**config.mk**
```make
export PLATFORM = sky130hd
export DESIGN_NAME = inst_fetch
export DESIGN_NICKNAME = d
export VERILOG_FILES = /design/src/rtl/inst_fetch.sv
export SDC_FILE = /design/constraint.sdc
export NUM_CORES = 1
export LEC_CHECK = 0
export ABC_AREA = 1
export BUFFER_PORTS_ARGS = -buffer_cell sky130_fd_sc_hd__buf_4
export CAP_MARGIN = 20
export CORE_ASPECT_RATIO = 0.8
export CORE_MARGIN = 8
export CORE_UTILIZATION = 49
export DETAILED_ROUTE_END_ITERATION = 7
export PLACE_DENSITY = 0.77
export SLEW_MARGIN = 20
export SYNTH_ARGS = -nofsm -noshare
export SYNTH_HDL_FRONTEND = slang
export SYNTH_SLANG_ARGS = --single-unit
export TNS_END_PERCENT = 1
```
**constraint.sdc**
```tcl
create_clock -name clk -period 6.4 [get_ports clk]
set_input_delay 1.28 -clock clk [delete_from_list [all_inputs] [get_ports clk]]
set_output_delay 1.28 -clock clk [all_outputs]
set_load 0.02 [all_outputs]
```
**src/rtl/inst_fetch.sv**
```systemverilog
// inst_fetch: PC, single-cycle ROM read tracking, 2-entry decode FIFO, redirect flush.
// Ports: clk, rst_n, imem_addr/imem_inst (ROM), redirect_valid/redirect_pc (execute),
//   dec_valid/dec_ready/dec_inst/dec_pc (decode).
//   Optional INST_FETCH_PERF_EN adds perf_issued, perf_stall, perf_flush.
module inst_fetch #(
    parameter logic [29:0] RESET_PC = 30'h0
) (
    input  logic        clk,
    input  logic        rst_n,
    output logic [29:0] imem_addr,
    input  logic [31:0] imem_inst,
    input  logic        redirect_valid,
    input  logic [29:0] redirect_pc,
    output logic        dec_valid,
    input  logic        dec_ready,
    output logic [31:0] dec_inst,
    output logic [29:0] dec_pc
`ifdef INST_FETCH_PERF_EN
    ,
    output logic [31:0] perf_issued,
    output logic [31:0] perf_stall,
    output logic [31:0] perf_flush
`endif
);

    logic [29:0] pc;
    logic        inflight;
    logic [29:0] inflight_pc;
    logic [31:0] q_inst [2];
    logic [29:0] q_pc   [2];
    logic [1:0]  count;

    logic        pop;
    logic [2:0]  occ;
    logic        issue;
    logic [1:0]  count_nxt;
    logic [1:0]  slot;

    always_comb begin
        pop       = dec_valid & dec_ready;
        // occupancy once this cycle's pop and pending push settle
        occ       = {1'b0, count} - {2'b0, pop} + {2'b0, inflight};
        issue     = (occ < 3'd2);
        count_nxt = count - {1'b0, pop} + {1'b0, inflight};
        // push lands behind whatever survives the pop
        slot      = count - {1'b0, pop};
        imem_addr = redirect_valid ? redirect_pc : pc;
        dec_valid = (count != 2'd0);
        dec_inst  = dec_valid ? q_inst[0] : 32'h0;
        dec_pc    = dec_valid ? q_pc[0] : 30'h0;
    end

    always_ff @(posedge clk or negedge rst_n) begin
        if (!rst_n) begin
            pc          <= RESET_PC;
            inflight    <= 1'b0;
            inflight_pc <= 30'h0;
            count       <= 2'd0;
            q_inst[0]   <= 32'h0;
            q_inst[1]   <= 32'h0;
            q_pc[0]     <= 30'h0;
            q_pc[1]     <= 30'h0;
        end else if (redirect_valid) begin
            count       <= 2'd0;
            inflight    <= 1'b1;
            inflight_pc <= redirect_pc;
            pc          <= redirect_pc + 30'd1;
        end else begin
            if (pop) begin
                q_inst[0] <= q_inst[1];
                q_pc[0]   <= q_pc[1];
            end
            if (inflight) begin
                if (slot == 2'd0) begin
                    q_inst[0] <= imem_inst;
                    q_pc[0]   <= inflight_pc;
                end else begin
                    q_inst[1] <= imem_inst;
                    q_pc[1]   <= inflight_pc;
                end
            end
            count <= count_nxt;
            if (issue) begin
                pc          <= pc + 30'd1;
                inflight    <= 1'b1;
                inflight_pc <= pc;
            end else begin
                inflight <= 1'b0;
            end
        end
    end

`ifdef INST_FETCH_PERF_EN
    always_ff @(posedge clk or negedge rst_n) begin
        if (!rst_n) begin
            perf_issued <= 32'h0;
            perf_stall  <= 32'h0;
            perf_flush  <= 32'h0;
        end else begin
            if (redirect_valid | issue)
                perf_issued <= perf_issued + 32'd1;
            if (dec_valid & ~dec_ready)
                perf_stall <= perf_stall + 32'd1;
            if (redirect_valid)
                perf_flush <= perf_flush + 32'd1;
        end
    end
`endif

endmodule
```
# ---- Yosys cells after proc, flatten, opt, wreduce, memory -nomap -nowiden
# Index checks and enable logic that the tools add are counted.
# W data, S select, Z words.
dict set report classes {
  addsub 6
  bitwise 3
  shift 0
  n_lt_le_gt_ge 1
  n_eq_ne 0
  mul 0
  n_reduce_logical 4
  div 0
  mux 18
}
# cell n
set op_table {}
lappend op_table {{$mux W30} 9}
lappend op_table {{$mux W32} 4}
lappend op_table {{$mux W64} 1}
lappend op_table {{$add A30 B1 Y30 const B} 2}
lappend op_table {{$mux W60} 1}
lappend op_table {{$reduce_bool A2 Y1} 2}
lappend op_table {{$add A3 B1 Y3} 1}
lappend op_table {{$lt A3 B2 Y1 const B} 1}
lappend op_table {{$reduce_and A3 Y1} 1}
lappend op_table {{$sub A2 B1 Y3} 1}
lappend op_table {{$add A2 B1 Y2} 1}
lappend op_table {{$logic_not A2 Y1} 1}
lappend op_table {{$mux W1} 2}
lappend op_table {{$mux W2} 1}
lappend op_table {{$not A1 Y1} 2}
lappend op_table {{$sub A2 B1 Y2} 1}
lappend op_table {{$and A1 B1 Y1} 1}
dict set report word_totals {
  latchBits 0
  word_cells 40
  ramBits 0
  n_memories 0
  reg_bits 187
  out_inout_bits 93
  input_bits 66
  rom_bits 0
}

# ---- Depth between registers and ports, before layout
# Gate-level depths: netlist (run 1).
dict set report depth {
  word_depth 7
  mapped_depth 15
}

# ---- Worst setup path after synthesis (run 1)
# Ideal clock, no wire load.
dict set report synth_path {
  kind {input port to output port}
  startpoint {in redirect_valid}
  endpoint {out imem_addr[29]}
  stages 3
  path_buffers 2
  slack_ns 3.005
  t_arrival_ns 2.115
  cell_sequence {buf_6 > buf_6 > o21ai_0}
}
dict set report synth_between {
  elab_chain_cells 1
}
# item line_no
set synth_lines {}
lappend synth_lines {{from (decl)} 12} ;# input logic redirect_valid,
lappend synth_lines {{$mux W30} 47} ;# imem_addr = redirect_valid ? redirect_pc : pc;
lappend synth_lines {{to (decl)} 10} ;# output logic [29:0] imem_addr,
# No other way between the ends.

# ---- Worst setup path after layout (run 1)
dict set report layout_path {
  startpoint {in redirect_valid}
  endpoint {out imem_addr[0]}
}
# The elaborated chain is that of the path after synthesis.

==> impl_metrics.json, run 1 <==
{
  "outcome": "finished, final reports clean",
  "power_density_mw_per_mm2": 520,
  "syn-mean-instance-area_um2": 7.26,
  "drt_iter0_markers": 987,
  "fin_skew_ns": 0.0132,
  "utilization_pct": 59.1,
  "die_height_um": 143,
  "synth_ff_type": "dfrtp_1",
  "synth_top_family_by_area": "simple AND/OR/NAND/NOR gates",
  "p_comb_share_pct": 49.4,
  "slowest_delay_ns": 0.60,
  "hpwl_um": 17100,
  "antenna_found_initial": 0,
  "dieArea_mm2": 0.0250,
  "tritoncts": "done",
  "period_needed_ns": 3.81,
  "ys_warn_count": 0,
  "via_per_inst": 5.09,
  "rsz0062_at_grt": "false",
  "synth_area_mm2": 0.00988,
  "io_pins": 159,
  "clk_pin_slew_worst_paths_ns": 0.07,
  "p_clk_share_pct": 17.1,
  "ir_drop_mv": 0.289,
  "worstSkewPairLatency_ns": 0.43,
  "synth_most_common_cell": "nand2_1",
  "hold_class": "register to register",
  "cts_setup_buffers": 0,
  "critPathMaxFanout": 86,
  "num_antenna_cells": 0,
  "ant_nets": 0,
  "hold_viol": 0,
  "whs_ns": 0.484,
  "crit_required_ns": 5.12,
  "dr.max_layer_used": "met4",
  "cp_num_buf_inv": 3,
  "drc": 0,
  "cp_cell_sequence": "buf_4 > buf_4 > nand2_1 > o21ai_2 > buf_4",
  "path_class": "primary input to output port",
  "cts_resized": 0,
  "overflow": 0,
  "timing.fmax_ghz": 0.262,
  "synth_xor_area_share_pct": 0.355,
  "wl_met3_um": 2090,
  "relSlewSlack_pct": 34.7,
  "synth-compound-area-share_pct": 15.6,
  "die_w_um": 175,
  "rows": 46,
  "grt_pass1_vias": 8219,
  "power.total_mw": 6.08,
  "critPathTopFamily": "buffers and inverters",
  "vias": 8887,
  "yosysTopAreaCell": "dfrtp_1",
  "gp_congestion": 0.864,
  "switching_share_pct": 45.0,
  "clock_sinks": 187,
  "synthCells": 1360,
  "htreeDepth": 4,
  "yosys.area_share.simple_pct": 26.5,
  "port_buffers": 158,
  "finalSetupTns_ns": 0,
  "m1WireLength_um": 12500,
  "max-clock-path-buffers": 2,
  "core_area_mm2": 0.0198,
  "cp.arrival_ns": 2.53,
  "cpMostUsedCell": "buf_4",
  "maxCapViolCount": 0,
  "track_usage_pct": 20.5,
  "worst_slew_pin_slew_ns": 0.978,
  "setup_violations": 0,
  "end_kind": "output port",
  "first_pass_iters": 5,
  "cts_buffers": 17,
  "start_util_pct": 49.9,
  "ys_top_cells_by_area": "dfrtp_1 (47%), nand2_1 (17%), o21ai_0 (10%)",
  "synthAdderAreaFrac_pct": 0.583,
  "synth_edf_count": 0,
  "critical_path.slowest_cell": "buf_4",
  "grt_pass1_wl_um": 42200,
  "drt_wl_total_um": 25400,
  "leakage_nw": 5.79,
  "sequentialPowerShare_pct": 33.4,
  "layout-drive-gt1-share_pct": 16.7,
  "finalNetCount": 1539,
  "critPathLaunchType": "primary input",
  "cts_root_buf": "clkbuf_16",
  "muxShareOfSynthArea_pct": 0,
  "async_reset_ff_share_pct": 100,
  "cts-hold-fix-buffers": 0,
  "seq_area_frac_synth_pct": 47.4,
  "slew_viol_final": 0,
  "synth_top_area_share_pct": 47.4,
  "netlist-cell-type-count": 32,
  "power.net_switching_mw": 2.74,
  "intPower_mw": 3.35,
  "synthesis.nets": 1430,
  "post-route-period-util_pct": 59.5,
  "wl_met2_um": 10700,
  "area_growth_pct": 18.4,
  "yosys-top-cells-count": "nand2_1 (445), o21ai_0 (200), dfrtp_1 (187)",
  "routedWlPerCell_um": 14.6,
  "grt_max_degree": 125,
  "synth-seq-cells": 187
}
-- stage by stage --
step | instances | setup slack (ns) | cell area [um^2]
2_1_floorplan | 1360 | 3.00 | 9880
3_3_place_gp | 1714 | 2.59 | 11100
3_5_place_dp | 1714 | 2.57 | 11100
4_1_cts | 1745 | 2.56 | 11700
5_1_grt | 1745 | 2.42 | 11700
6_report | 1745 | 2.59 | 11700
-- cell usage in the layout (no fill, tap or decap), types with 3 or more instances in the layout --
cell       instances
a21oi_1           13
nand3_1           30
ha_1               3
clkinv_2           4
nor2_2             8
nand2_1          444
o21ai_0          200
nor2_1           111
clkinv_4           4
nand2_2           21
inv_1            148
xnor2_1            3
o21ai_1           74
dfrtp_1          187
inv_2              3
clkbuf_16         17
o211ai_1           9
nand4_1            3
buf_4            163
nor2_4            10
or2_2              3
-- flip-flops by register name, summed over array words and instances (netlist names) --
register and count:
pc 30, inflight 1, inflight_pc 30, q_inst 64
count 2, q_pc 60
-- final cells by class --
type	count	area [um^2]
fillers	1873	8110
flip-flops and latches	187	4680
multi-input cells	945	4260
repair buffers	167	1280
inverters	151	567
clock buffers	17	425
well taps	264	330
clock inverters	14	148
-- final timing paths --
path                                start      endpoint  slack (ns)  cells after the start
min                             q_inst[4]     q_inst[4]        0.48                      2
max reg2reg                      count[1]        pc[21]        3.02                     13
min reg2reg                     q_inst[4]     q_inst[4]        0.48                      2
max                        redirect_valid  imem_addr[0]        2.59                      5
max in group asynchronous           rst_n        pc[18]        4.32                      2
min in group asynchronous           rst_n    q_inst[30]        0.82                      1
-- tightest hold or removal path, stage by stage (launching register included) --
cell,delay (ns)
dfrtp_1,0.34
nand2_1,0.05
o21ai_0,0.06
-- cell families after synthesis --
logic type      after synthesis
xor+xnor                      4
flops                       187
fa+ha+maj                     4
simple gates                636
compound gates              301
buf+inv                     228
-- power groups by stage --
stage          registers, mW  logic [mW]  clock network, mW
2_1_floorplan           1.97        2.17                  0
3_3_place_gp            2.02        2.95                  0
3_5_place_dp            2.04        3.01                  0
4_1_cts                 2.03        3.03               1.06
5_1_grt                 2.09        3.42               1.11
6_report                2.03        3.01               1.04
-- per-layer routing --
metal  up-vias  GRT usage [%]
met4         0           3.96
met5         -              0
met2       306           29.1
li1       4473              -
met1      4093           30.5
met3        15           5.73
No activity file was read; power rests on OpenSTA's default activity.
==> inputs of run 2 (changes only) <==
--- a/config.mk
+++ b/config.mk
@@ -5,14 +5,14 @@
 export SDC_FILE = /design/constraint.sdc
 export NUM_CORES = 1
 export LEC_CHECK = 0
-export ABC_AREA = 1
+export ABC_AREA = 0
 export BUFFER_PORTS_ARGS = -buffer_cell sky130_fd_sc_hd__buf_4
 export CAP_MARGIN = 20
 export CORE_ASPECT_RATIO = 0.8
 export CORE_MARGIN = 8
 export CORE_UTILIZATION = 49
 export DETAILED_ROUTE_END_ITERATION = 7
-export PLACE_DENSITY = 0.77
+export PLACE_DENSITY = 0.8
 export SLEW_MARGIN = 20
 export SYNTH_ARGS = -nofsm -noshare
 export SYNTH_HDL_FRONTEND = slang
==> constraint.sdc (replaced) <==
create_clock -name clk -period 3.2 [get_ports clk]
set_input_delay 0.64 -clock clk [delete_from_list [all_inputs] [get_ports clk]]
set_output_delay 0.64 -clock clk [all_outputs]
set_load 0.02 [all_outputs]
==> run 2 against run 1 <==
Cell count decreased by 31%. Count of clock-buffer cells in the layout increased by 9. Worst setup slack got worse by 2.0 ns. Sequential cell count unchanged. Clock skew decreased by 0.0059 ns. Sequential share of layout area increased by 1.7 points. Core utilization increased by 2.9 points. Register-to-register slack got worse by 2.4 ns. Combinational power increased by 100%. Critical endpoint is now pc[19]. Clock power increased by 100%. Largest power group unchanged. Synthesized cell count decreased by 40%. Die area decreased by 7.5%.
==> impl_metrics.json, run 2 <==
{
  "outcome": "finished, final reports clean",
  "synth_area_mm2": 0.00906,
  "area_growth_pct": 23.8,
  "clk_pin_slew_worst_paths_ns": 0.07,
  "worst_slew_pin_slew_ns": 0.825,
  "relSlewSlack_pct": 44.8,
  "ant_nets": 0,
  "maxCapViolCount": 0,
  "crit_required_ns": 3.50,
  "routedWlPerCell_um": 19.2,
  "yosys-top-cells-count": "dfrtp_1 (187), o22a_1 (124), mux2_2 (72)",
  "max-clock-path-buffers": 2,
  "grt_max_degree": 66,
  "hold_viol": 0,
  "seq_area_frac_synth_pct": 51.7,
  "num_antenna_cells": 0,
  "cts_root_buf": "clkbuf_16",
  "ys_top_cells_by_area": "dfrtp_1 (52%), o22a_1 (12%), mux2_2 (9.0%)",
  "regToRegStartpoint": "count[1]",
  "synthCells": 819,
  "end_kind": "register",
  "syn-mean-instance-area_um2": 11.1,
  "synth_most_common_cell": "dfrtp_1",
  "cp_cell_sequence": "nand3b_1 > o21ai_0 > nand2_1 > fa_1 > xnor2_1 > a21oi_2 > inv_2 > buf_4 > nand2_1 > nor2_1 > a211oi_1",
  "first_pass_iters": 5,
  "die_height_um": 138,
  "async_reset_ff_share_pct": 100,
  "synth_ff_type": "dfrtp_1",
  "cp-startpoint": "count[1]",
  "track_usage_pct": 20.7,
  "layout-drive-gt1-share_pct": 30.4,
  "finalSetupTns_ns": 0,
  "antenna_found_initial": 0,
  "worstSkewPairLatency_ns": 0.42,
  "slew_viol_final": 0,
  "synthesis.nets": 889,
  "io_pins": 159,
  "overflow": 0,
  "core_area_mm2": 0.0181,
  "hpwl_um": 16200,
  "multiInputGateArea_mm2": 0.00409,
  "drt_wl_total_um": 23200,
  "die_w_um": 168,
  "yosysTopAreaCell": "dfrtp_1",
  "gp_congestion": 0.868,
  "netlist-cell-type-count": 46,
  "largest_reg_flops": 64,
  "drc": 0,
  "critical_path.slowest_cell": "dfrtp_1",
  "leakage_nw": 4.87,
  "vias": 6994,
  "ys_warn_count": 0,
  "synth_top_area_share_pct": 51.7,
  "grt_pass1_vias": 7187,
  "cts_buffers": 17,
  "port_buffers": 158,
  "fin_skew_ns": 0.00732,
  "rsz0062_at_grt": "false",
  "final_common_cell": "dfrtp_1",
  "path_class": "register to register",
  "largest-register": "q_inst",
  "finalNetCount": 1033,
  "cts_resized": 0,
  "synth_edf_count": 0,
  "clock_sinks": 187,
  "cts_setup_buffers": 0,
  "final_cell_mix": "dfrtp_1 (187), buf_4 (174), o22a_1 (124), mux2_2 (72), nor2_1 (65)",
  "cp.arrival_ns": 2.93,
  "cpMostUsedCell": "nand2_1",
  "cts-hold-fix-buffers": 0,
  "synth-seq-cells": 187,
  "fillCellCount": 1478,
  "regArea_mm2": 0.00468,
  "rows": 44,
  "ir_drop_mv": 0.496,
  "post-route-period-util_pct": 82.0,
  "drt_iter0_markers": 537,
  "timing.fmax_ghz": 0.381,
  "reg.largest.list": "q_inst x64, q_pc x60",
  "grt_pass1_wl_um": 38300,
  "start_util_pct": 50.0,
  "power_density_mw_per_mm2": 1120,
  "critPathMaxFanout": 28,
  "critPathLaunchType": "register",
  "whs_ns": 0.201,
  "setup_violations": 0,
  "dieArea_mm2": 0.0231,
  "period_needed_ns": 2.62,
  "slowest_delay_ns": 0.44,
  "tritoncts": "done",
  "hold_class": "primary input to asynchronous set/reset pin",
  "htreeDepth": 4,
  "via_per_inst": 5.80
}
## run 2: cell types whose count changed after synthesis, sizes merged, moves of 20 or more
cell | before | now
a21oi | 13 | 37
and2 | 0 | 63
inv | 151 | 24
mux2 | 0 | 72
mux2i | 0 | 20
nand2 | 465 | 42
nor2 | 129 | 65
o21ai | 275 | 6
o22a | 0 | 124
## run 2: final timing paths
check | to | slack (ns) | cells after the start
worst max register to register | pc[19] | 0.58 | 11
max in group asynchronous | inflight_pc[13] | 2.10 | 2
min in group clk | q_inst[0] | 0.46 | 2
worst max-delay path | pc[19] | 0.58 | 11
worst min register to register | pc[27] | 0.49 | 2
worst min-delay path | q_inst[55] | 0.20 | 1
## run 2: cell families (layout without fill, tap and decap cells)
kind of cell / after synthesis / after routing / synth area share (%)
multiplexers: 92 / 92 / 11.2
AND/OR/NAND/NOR: 238 / 238 / 13.8
flip-flops: 187 / 187 / 51.7
XOR/XNOR: 18 / 18 / 1.74
adder cells (fa/ha/maj): 4 / 4 / 0.636
buffers and inverters: 82 / 238 / 3.74
AO/OA/AOI/OAI: 198 / 198 / 17.2
## run 2: area by class of cell
cell class	instances	area share, %
Sequential cell	187	41.7
Multi-Input combinational cell	550	36.5
Timing Repair Buffer	183	13.2
Clock buffer	26	4.54
Tap cell	230	2.57
Inverter	24	0.803
Clock inverter	5	0.725
## run 2: per-layer routing
layer  global-route usage [%]  up-vias  wire, um
li1                         -     3268         -
met2                     31.7      241     10300
met1                     28.9     3473     11100
met4                     4.16        0       102
met5                        0        -         0
met3                     6.04       12      1730
## run 2: report_power, final
| part | leakage, nW | internal (mW) | switching (mW) |
|---|---|---|---|
| Clock | 0.287 | 1.26 | 0.877 |
| Sequential | 2.12 | 3.58 | 0.733 |
| Combinational | 2.46 | 2.91 | 3.18 |
| Total | 4.87 | 7.75 | 4.79 |
## run 2: stage by stage
| step | std cells | utilization, % | power [mW] | instance area, um^2 | setup slack [ns] |
|---|---|---|---|---|---|
| final | 1205 | 61.9 | 12.5 | 11200 | 0.576 |
| after global routing | 1205 | 61.9 | 13.4 | 11200 | 0.408 |
| after CTS | 1205 | 61.9 | 12.6 | 11200 | 0.593 |
| after detailed placement | 1174 | 58.7 | 10.5 | 10600 | 0.292 |
| after global placement | 1174 | 58.7 | 10.3 | 10600 | 0.392 |
| after floorplan | 819 | - | 8.29 | 9060 | 0.107 |
## run 2: critical path: cells and delay by family (launching register included)
family                     cells  cell delay (ns)
buffers and inverters          2             0.65
and+or+nand+nor                4             0.49
DFF                            1             0.44
AOI/OAI and AO/OA              3             0.32
adders and majority gates      1             0.39
xor gates and xnor gates       1             0.20
